File: src/rtl/execute_control_pkg.sv
// Shared definitions for the execute-stage sequencer: FSM state encoding,
// writeback result-select codes and the default load-timeout settings.
package execute_control_pkg;

  // Sequencer states
  typedef enum logic [1:0] {
    ST_IDLE     = 2'd0,
    ST_MEM_REQ  = 2'd1,
    ST_MEM_WAIT = 2'd2,
    ST_WB       = 2'd3
  } exu_state_e;

  // Writeback result-select encodings
  localparam logic [1:0] RES_ALU  = 2'd0;
  localparam logic [1:0] RES_CMP  = 2'd1;
  localparam logic [1:0] RES_CSR  = 2'd2;
  localparam logic [1:0] RES_LOAD = 2'd3;

  // Default load-timeout configuration
  localparam int DEFAULT_MEM_TIMEOUT = 255;
  localparam int DEFAULT_TO_W        = 8;

  // Picks the non-load writeback value. RES_LOAD has no datapath source at
  // accept time, so it yields 0; a real load overwrites it with LSU data.
  function automatic logic [31:0] select_result(
    input logic [1:0]  sel,
    input logic [31:0] alu_out,
    input logic [31:0] compare_out,
    input logic [31:0] csr_rdata
  );
    logic [31:0] res;
    res = 32'd0;
    case (sel)
      RES_ALU: res = alu_out;
      RES_CMP: res = compare_out;
      RES_CSR: res = csr_rdata;
      default: res = 32'd0;
    endcase
    return res;
  endfunction

endpackage

File: src/rtl/exu_timeout_counter.sv
// Load-response watchdog. Counts cycles while enabled and flags expiry on the
// cycle whose increment would reach LIMIT, so the caller can abort in that
// same cycle.
module exu_timeout_counter #(
  parameter int TO_W  = 8,
  parameter int LIMIT = 255
) (
  input  logic clk,
  input  logic rst_n,
  input  logic clear_i,
  input  logic enable_i,
  output logic expire_o
);

  localparam logic [TO_W-1:0] LAST = TO_W'(LIMIT - 1);

  logic [TO_W-1:0] cnt_q;
  logic [TO_W-1:0] cnt_d;

  // Next count: clear has priority over counting
  always_comb begin
    cnt_d = cnt_q;
    if (clear_i) begin
      cnt_d = '0;
    end else if (enable_i) begin
      cnt_d = cnt_q + 1'b1;
    end
  end

  // Count register with synchronous active-low reset
  always_ff @(posedge clk) begin
    if (!rst_n) begin
      cnt_q <= '0;
    end else begin
      cnt_q <= cnt_d;
    end
  end

  assign expire_o = enable_i & ~clear_i & (cnt_q == LAST);

endmodule

File: src/rtl/execute_control.sv
// Execute-stage sequencer: accepts decoded instructions from the IDU, issues
// a single LSU read for loads, and hands the final result to the WBU. CSR
// writes commit only on the writeback handshake.
module execute_control
  import execute_control_pkg::*;
#(
  parameter int MEM_TIMEOUT = DEFAULT_MEM_TIMEOUT,
  parameter int TO_W        = DEFAULT_TO_W
) (
  input  logic        clk,
  input  logic        rst_n,
  input  logic        exu_in_valid_i,
  output logic        exu_in_ready_o,
  input  logic        exu_re_i,
  input  logic        exu_wen_i,
  input  logic        exu_csr_wen_i,
  input  logic [4:0]  exu_rd_i,
  input  logic [1:0]  exu_result_sel_i,
  input  logic [31:0] exu_alu_out_i,
  input  logic [31:0] exu_compare_out_i,
  input  logic [31:0] exu_csr_rdata_i,
  input  logic [31:0] exu_csr_wdata_i,
  input  logic [31:0] exu_csr_waddr_i,
  output logic        lsu_req_valid_o,
  input  logic        lsu_req_ready_i,
  output logic [31:0] lsu_addr_o,
  input  logic        lsu_resp_valid_i,
  input  logic [31:0] lsu_rdata_i,
  output logic        wbu_valid_o,
  input  logic        wbu_ready_i,
  output logic        wbu_wen_o,
  output logic [4:0]  wbu_rd_o,
  output logic [31:0] wbu_wdata_o,
  output logic        csr_wen_o,
  output logic [31:0] csr_waddr_o,
  output logic [31:0] csr_wdata_o,
  output logic        exu_err_o,
  output logic [31:0] exu_retire_cnt_o
);

  exu_state_e  state_q, state_d;
  logic [4:0]  rd_q, rd_d;
  logic        wen_q, wen_d;
  logic        csr_wen_q, csr_wen_d;
  logic [31:0] csr_waddr_q, csr_waddr_d;
  logic [31:0] csr_wdata_q, csr_wdata_d;
  logic [31:0] addr_q, addr_d;
  logic [31:0] result_q, result_d;
  logic        err_q, err_d;
  logic [31:0] retire_cnt_q, retire_cnt_d;

  logic        accept;
  logic        wb_fire;
  logic        to_clear;
  logic        to_enable;
  logic        to_expire;

  // Handshake qualifiers; ready depends combinationally on wbu_ready_i so a
  // new instruction can enter in the same cycle the previous one retires
  assign wb_fire        = (state_q == ST_WB) & wbu_ready_i;
  assign exu_in_ready_o = (state_q == ST_IDLE) | wb_fire;
  assign accept         = exu_in_valid_i & exu_in_ready_o;

  // Watchdog runs only while waiting for a response; the response wins a tie
  assign to_clear  = (state_q == ST_MEM_REQ) & lsu_req_ready_i;
  assign to_enable = (state_q == ST_MEM_WAIT) & ~lsu_resp_valid_i;

  exu_timeout_counter #(
    .TO_W  (TO_W),
    .LIMIT (MEM_TIMEOUT)
  ) u_timeout (
    .clk      (clk),
    .rst_n    (rst_n),
    .clear_i  (to_clear),
    .enable_i (to_enable),
    .expire_o (to_expire)
  );

  // Next-state and latch update; a fresh accept overrides the retiring path
  always_comb begin
    state_d      = state_q;
    rd_d         = rd_q;
    wen_d        = wen_q;
    csr_wen_d    = csr_wen_q;
    csr_waddr_d  = csr_waddr_q;
    csr_wdata_d  = csr_wdata_q;
    addr_d       = addr_q;
    result_d     = result_q;
    err_d        = err_q;
    retire_cnt_d = retire_cnt_q;

    case (state_q)
      ST_MEM_REQ: begin
        if (lsu_req_ready_i) begin
          state_d = ST_MEM_WAIT;
        end
      end
      ST_MEM_WAIT: begin
        if (lsu_resp_valid_i) begin
          result_d = lsu_rdata_i;
          state_d  = ST_WB;
        end else if (to_expire) begin
          err_d     = 1'b1;
          wen_d     = 1'b0;
          csr_wen_d = 1'b0;
          result_d  = 32'd0;
          state_d   = ST_WB;
        end
      end
      ST_WB: begin
        if (wbu_ready_i) begin
          retire_cnt_d = retire_cnt_q + 32'd1;
          state_d      = ST_IDLE;
        end
      end
      default: begin
        state_d = state_q;
      end
    endcase

    if (accept) begin
      rd_d        = exu_rd_i;
      wen_d       = exu_wen_i;
      csr_wen_d   = exu_csr_wen_i;
      csr_waddr_d = exu_csr_waddr_i;
      csr_wdata_d = exu_csr_wdata_i;
      addr_d      = exu_alu_out_i;
      result_d    = select_result(exu_result_sel_i, exu_alu_out_i,
                                  exu_compare_out_i, exu_csr_rdata_i);
      state_d     = exu_re_i ? ST_MEM_REQ : ST_WB;
    end
  end

  // State and latch registers with synchronous active-low reset
  always_ff @(posedge clk) begin
    if (!rst_n) begin
      state_q      <= ST_IDLE;
      rd_q         <= '0;
      wen_q        <= 1'b0;
      csr_wen_q    <= 1'b0;
      csr_waddr_q  <= '0;
      csr_wdata_q  <= '0;
      addr_q       <= '0;
      result_q     <= '0;
      err_q        <= 1'b0;
      retire_cnt_q <= '0;
    end else begin
      state_q      <= state_d;
      rd_q         <= rd_d;
      wen_q        <= wen_d;
      csr_wen_q    <= csr_wen_d;
      csr_waddr_q  <= csr_waddr_d;
      csr_wdata_q  <= csr_wdata_d;
      addr_q       <= addr_d;
      result_q     <= result_d;
      err_q        <= err_d;
      retire_cnt_q <= retire_cnt_d;
    end
  end

  assign lsu_req_valid_o  = (state_q == ST_MEM_REQ);
  assign lsu_addr_o       = addr_q;
  assign wbu_valid_o      = (state_q == ST_WB);
  assign wbu_wen_o        = wen_q;
  assign wbu_rd_o         = rd_q;
  assign wbu_wdata_o      = result_q;
  assign csr_wen_o        = wb_fire & csr_wen_q;
  assign csr_waddr_o      = csr_waddr_q;
  assign csr_wdata_o      = csr_wdata_q;
  assign exu_err_o        = err_q;
  assign exu_retire_cnt_o = retire_cnt_q;

endmodule

File: config.mk
export PLATFORM = sky130hd
export DESIGN_NAME = execute_control
export DESIGN_NICKNAME = d
export VERILOG_FILES = /design/src/rtl/execute_control_pkg.sv /design/src/rtl/exu_timeout_counter.sv /design/src/rtl/execute_control.sv
export SDC_FILE = /design/constraint.sdc
export NUM_CORES = 1
export LEC_CHECK = 0
export ABC_AREA = 1
export ABC_CLOCK_PERIOD_IN_PS = 1990
export CAP_MARGIN = 20
export CELL_PAD_IN_SITES_DETAIL_PLACEMENT = 1
export CELL_PAD_IN_SITES_GLOBAL_PLACEMENT = 2
export CORE_MARGIN = 2
export CORE_UTILIZATION = 20
export CTS_CLUSTER_DIAMETER = 40
export CTS_CLUSTER_SIZE = 20
export DETAILED_ROUTE_END_ITERATION = 10
export GPL_ROUTABILITY_DRIVEN = 0
export PLACE_DENSITY_LB_ADDON = 0.1
export SYNTH_ARGS = -nofsm -noshare
export SYNTH_HDL_FRONTEND = slang
export SYNTH_SLANG_ARGS = --single-unit
File: constraint.sdc
create_clock -name clk -period 1.99 [get_ports clk]
set_input_delay 0.2985 -clock clk [delete_from_list [all_inputs] [get_ports clk]]
set_output_delay 0.2985 -clock clk [all_outputs]
set_load 0.01 [all_outputs]
Yosys cells after proc, flatten, opt, wreduce, memory -nomap -nowiden

Index checks and enable logic that the tools add are counted.
Widths: inputs -> output; s select.

Add/subtract/negate cells: 2
Equal/unequal tests: 10
Mux-type cells: 17
Bitwise gates (word level): 11
Reduce and logical (&&, ||, !) cells: 12

Operators by type and width:

| kind                  | number |
|---|---|
| $mux 32               | 4 |
| $pmux 32 s3           | 1 |
| $add 32x1->32 const B | 1 |
| $mux 2                | 6 |
| $add 8x1->8 const B   | 1 |
| $eq 8x8->1 const B    | 1 |
| $and 1x1->1           | 7 |
| $eq 2x2->1 const B    | 3 |
| $ne 3x1->1 const B    | 2 |
| $pmux 2 s3            | 1 |
| $reduce_and 3->1      | 2 |
| $mux 1                | 5 |
| $eq 2x1->1 const B    | 2 |
| $logic_not 2->1       | 2 |
| $ne 4x4->1 const B    | 1 |
| $reduce_and 2->1      | 2 |
| $reduce_and 4->1      | 1 |
| $reduce_bool 2->1     | 2 |
| $reduce_bool 4->1     | 1 |
| $not 1->1             | 3 |
| $reduce_bool 3->1     | 1 |
| $ne 2x1->1 const B    | 1 |
| $reduce_or 2->1       | 1 |
| $or 1x1->1            | 1 |

Bits in registers: 178
Input port bits: 208
Output and inout port bits: 171
Word-level logic and storage cells: 63

Logic depth before layout (Yosys ltp)

Depth after elaboration: 9
Mapped depth: 12
Gate-level depth less buffers: 10

Cells and area by module

Synthesis repeated with hierarchy kept, for this count alone.

Cell total of the unflattened synthesis: 1187
Area total of the unflattened synthesis: 7907.6 µm²

Modules (own cells, without submodules):

| module              | times used | cells an instance | area an instance (µm²) | seq. area each (µm²) |
|---|---|---|---|---|
| execute_control     | 1          | 1133              | 7523.5                 | 3403.3 |
| exu_timeout_counter | 1          | 54                | 384.1                  | 160.2 |

Worst setup path after synthesis

No wires, ideal clock.

Path type: reg-to-reg
From: reg retire_cnt_q[1] (netlist: exu_retire_cnt_o[1])
To: reg retire_cnt_q[22] (netlist: exu_retire_cnt_o[22])
Setup time: 0.113 ns
Arrival: 1.395 ns
Data required time: 1.877 ns
Slack: 0.482 ns
Cell stages (with the launch flop): 9
Path buffers: 0
Clock period less this slack: 1.508 ns
Cell sequence: dfxtp_1 ha_1 nand3_1 nor2_2 nand2_1 nor2_1 nand2_1 nor2_1 nor2_1

Cells in the longest elaborated chain, start to end: 1

Ends and longest elaborated chain:

| item                   | RTL line               | RTL |
|---|---|---|
| start, declared        | execute_control.sv:50  | `logic [31:0] retire_cnt_q, retire_cnt_d;` |
| start signal, assigned | execute_control.sv:157 | `retire_cnt_q <= retire_cnt_d;` |
| $add 32x1->32          | execute_control.sv:112 | `retire_cnt_d = retire_cnt_q + 32'd1;` |

Every way passes these cells.
A chain may end at the register's enable or synchronous reset.

Worst setup path in the final report

From: reg state_q[1]
To: out wbu_valid_o

Cells in the longest elaborated chain, start to end: 1

Ends and longest elaborated chain:

| item                   | RTL line               | RTL |
|---|---|---|
| start, declared        | execute_control.sv:41  | `exu_state_e state_q, state_d;` |
| start signal, assigned | execute_control.sv:148 | `state_q <= state_d;` |
| $eq 2x2->1             | execute_control.sv:163 | `assign wbu_valid_o = (state_q == ST_WB);` |
| end, declared          | execute_control.sv:29  | `output logic wbu_valid_o,` |

Every way passes these cells.

==> impl_metrics.json <==
{
  "io_buffers": 378,
  "synthCells": 1266,
  "hold_start": "rst_n",
  "yosys.area_share.adder_pct": 0.462,
  "drc_errors": 0,
  "slew_headroom_pct": 47.4,
  "pre_cts_ws_ns": -0.0320,
  "dr.pass1.iters": 4,
  "grt_pass1_wl_mm": 55.6,
  "h-tree-depth": 4,
  "cp-start-kind": "register",
  "ys_warn_count": 0,
  "grt_overflow_total": 0,
  "leakage_uw": 0.00548,
  "status": "completed",
  "drv_cap": 0,
  "worst_pin_slew_ns": 0.788,
  "drt_iter0_drc": 270,
  "crit_path_max_incr_delay_ns": 0.53,
  "mostFrequentLayoutCells": "clkdlybuf4s50_1, nor2_1, nand2_1, dfxtp_1, o21ai_0",
  "drive_gt1_share_pct": 5.52,
  "fmax_mhz": 539,
  "grt_pass1_vias": 9394,
  "clock_latency_ns": 0.45,
  "final.period_utilization_pct": 93.2,
  "syn-num-nets": 1477,
  "num_rows": 73,
  "slowest_stage": "clkdlybuf4s50_1",
  "ys.flop_type": "dfxtp_1",
  "rr_startpoint": "exu_retire_cnt_o[13]",
  "stdcell_count": 2174,
  "viasPerCell": 4.24,
  "period_minus_slack_ns": 1.86,
  "synthXorXnorAreaFrac_pct": 0.754,
  "synth.avg_cell_area_um2": 6.42,
  "rsz0062_at_grt": "no",
  "fin_util_pct": 33.4,
  "postRouteAntennaNets": 0,
  "synth_cell_types": 30,
  "antenna_found_initial": 3,
  "dp.final_hpwl_mm": 27.3,
  "clockBufferDepth": 2,
  "die_w_um": 206,
  "worst_slack_ns": 0.135,
  "final_area_um2": 13300,
  "setup.worst_path.class": "register to primary output",
  "hold_class": "input port to register",
  "path_cells": "nand2_2 -> inv_1 -> clkdlybuf4s50_1",
  "numCtsBuffers": 17,
  "ir_worst_vdd_uv": 566,
  "grt_max_degree": 96,
  "cp_max_fo": 5,
  "mostFrequentLayoutCell": "clkdlybuf4s50_1",
  "clk_pin_slew_worst_paths_ns": 0.07,
  "die_h_um": 206,
  "synth_edf_count": 0,
  "vias": 9214,
  "synth_top_family_by_area": "simple AND/OR/NAND/NOR gates",
  "muxShareOfSynthArea_pct": 0,
  "ctsHoldBuffers": 0,
  "synth_area_um2": 8130,
  "required_ns": 1.69,
  "fin_worst_skew_ns": 0.00761,
  "worstSetupEndpointType": "primary output",
  "final.setup.tns_ns": 0,
  "num_io_pins": 379,
  "ys_seq_area_share_pct": 43.8,
  "place_area_um2": 12700,
  "slew_violations": 0,
  "cts.sinks": 178,
  "synthSimpleGateAreaFrac_pct": 38.3,
  "cts_tree": "built",
  "initial_core_util_pct": 20.4,
  "routedWlPerCell_um": 16.9,
  "synthArstFlopShare_pct": 0,
  "setup_viol": 0,
  "ys_ff_latch": 178,
  "place_inst": 2141,
  "die-area_um2": 42300,
  "grt_usage_pct": 17.2,
  "area_delta_synth_final_pct": 63.8,
  "clockRootBuffer": "clkbuf_16",
  "crit_start": "state_q[1]",
  "crit_arrival_ns": 1.56,
  "power_density_nw_per_um2": 826,
  "layout.nets": 1846,
  "core_area_um2": 39900,
  "totalWireLength_mm": 36.8,
  "synth_compound_area_share_pct": 8.89,
  "finalHoldViolations": 0
}
-- cell usage after synthesis, types with 3 or more instances --
library cell | instances | area share (%)
nor2_1 | 336 | 16
nand2_1 | 321 | 15
dfxtp_1 | 178 | 44
o21ai_0 | 111 | 6.8
nand3_1 | 92 | 5.7
inv_1 | 86 | 4.0
clkbuf_1 | 44 | 2.0
a21oi_1 | 26 | 1.6
buf_2 | 16 | 0.98
nand4_1 | 9 | 0.69
nor3_1 | 7 | 0.43
nor2_2 | 6 | 0.46
buf_1 | 4 | 0.18
xor2_1 | 4 | 0.43
buf_6 | 3 | 0.42
ha_1 | 3 | 0.46
inv_2 | 3 | 0.14
o21a_1 | 3 | 0.28
xnor2_1 | 3 | 0.32
-- final timing paths --
path | end | slack, ns | cells past startpoint
worst min register to register | exu_err_o | 0.45 | 2
worst max-delay path | wbu_valid_o | 0.13 | 3
worst max register to register | exu_retire_cnt_o[23] | 0.34 | 7
worst min-delay path | csr_wdata_o[14] | 0.25 | 3
-- cell families after synthesis --
kind of cell / after synthesis
adder cells (fa/ha/maj): 3
flip-flops: 178
AO/OA/AOI/OAI: 142
AND/OR/NAND/NOR: 779
XOR/XNOR: 7
buffers and inverters: 157
-- power by group --
part           total (uW)  leakage (uW)  internal [uW]  switching, uW
sequential           4240       0.00146           4010            234
combinational        3300       0.00374           1640           1670
clock                3460      0.000279           1870           1590
total               11000       0.00548           7510           3490
-- flip-flops by register name (all words and copies together) (netlist names) --
register,count
wbu_wdata_o,32
state_q,2
csr_wen_q,1
wbu_rd_o,5
u_timeout.cnt_q,8
lsu_addr_o,32
csr_waddr_o,32
wbu_wen_o,1
exu_retire_cnt_o,32
csr_wdata_o,32
exu_err_o,1
-- timing repair --
item | CTS | global route
gates cloned | 0 | 0
buffers inserted | 0 | 0
endpoints found under the setup margin | 3 | 2
resized for setup | 4 | 2
-- worst max-delay path, delay by kind of cell, from the launching register on --
family | cells | cell delay, ns
buffers and inverters | 2 | 0.60
DFF | 1 | 0.41
and+or+nand+nor | 1 | 0.11
-- layout make-up --
type / instances / area, um^2
timing repair buffer: 418 / 4220
sequential: 178 / 3570
clock buffer: 22 / 484
fill: 4891 / 26600
antenna: 1 / 2.50
inverter: 89 / 337
tap: 525 / 657
clock inverter: 10 / 101
multi-input combinational: 931 / 3950
-- metrics by stage --
step / total power, uW / hold slack [ns]
finish: 11000 / 0.251
global placement: 7660 / 0.446
CTS: 11300 / 0.226
detailed placement: 7700 / 0.444
floorplan: 5760 / 0.447
global route: 11700 / 0.242
-- metal layers --
layer,vias to the layer above,GRT usage [%],wire length [um]
met5,-,0,29
met2,201,29.2,17300
li1,4679,-,-
met4,4,4.14,559
met1,4301,22.0,16700
met3,29,4.10,2200
Note: power is estimated with default switching activity, not from simulation.
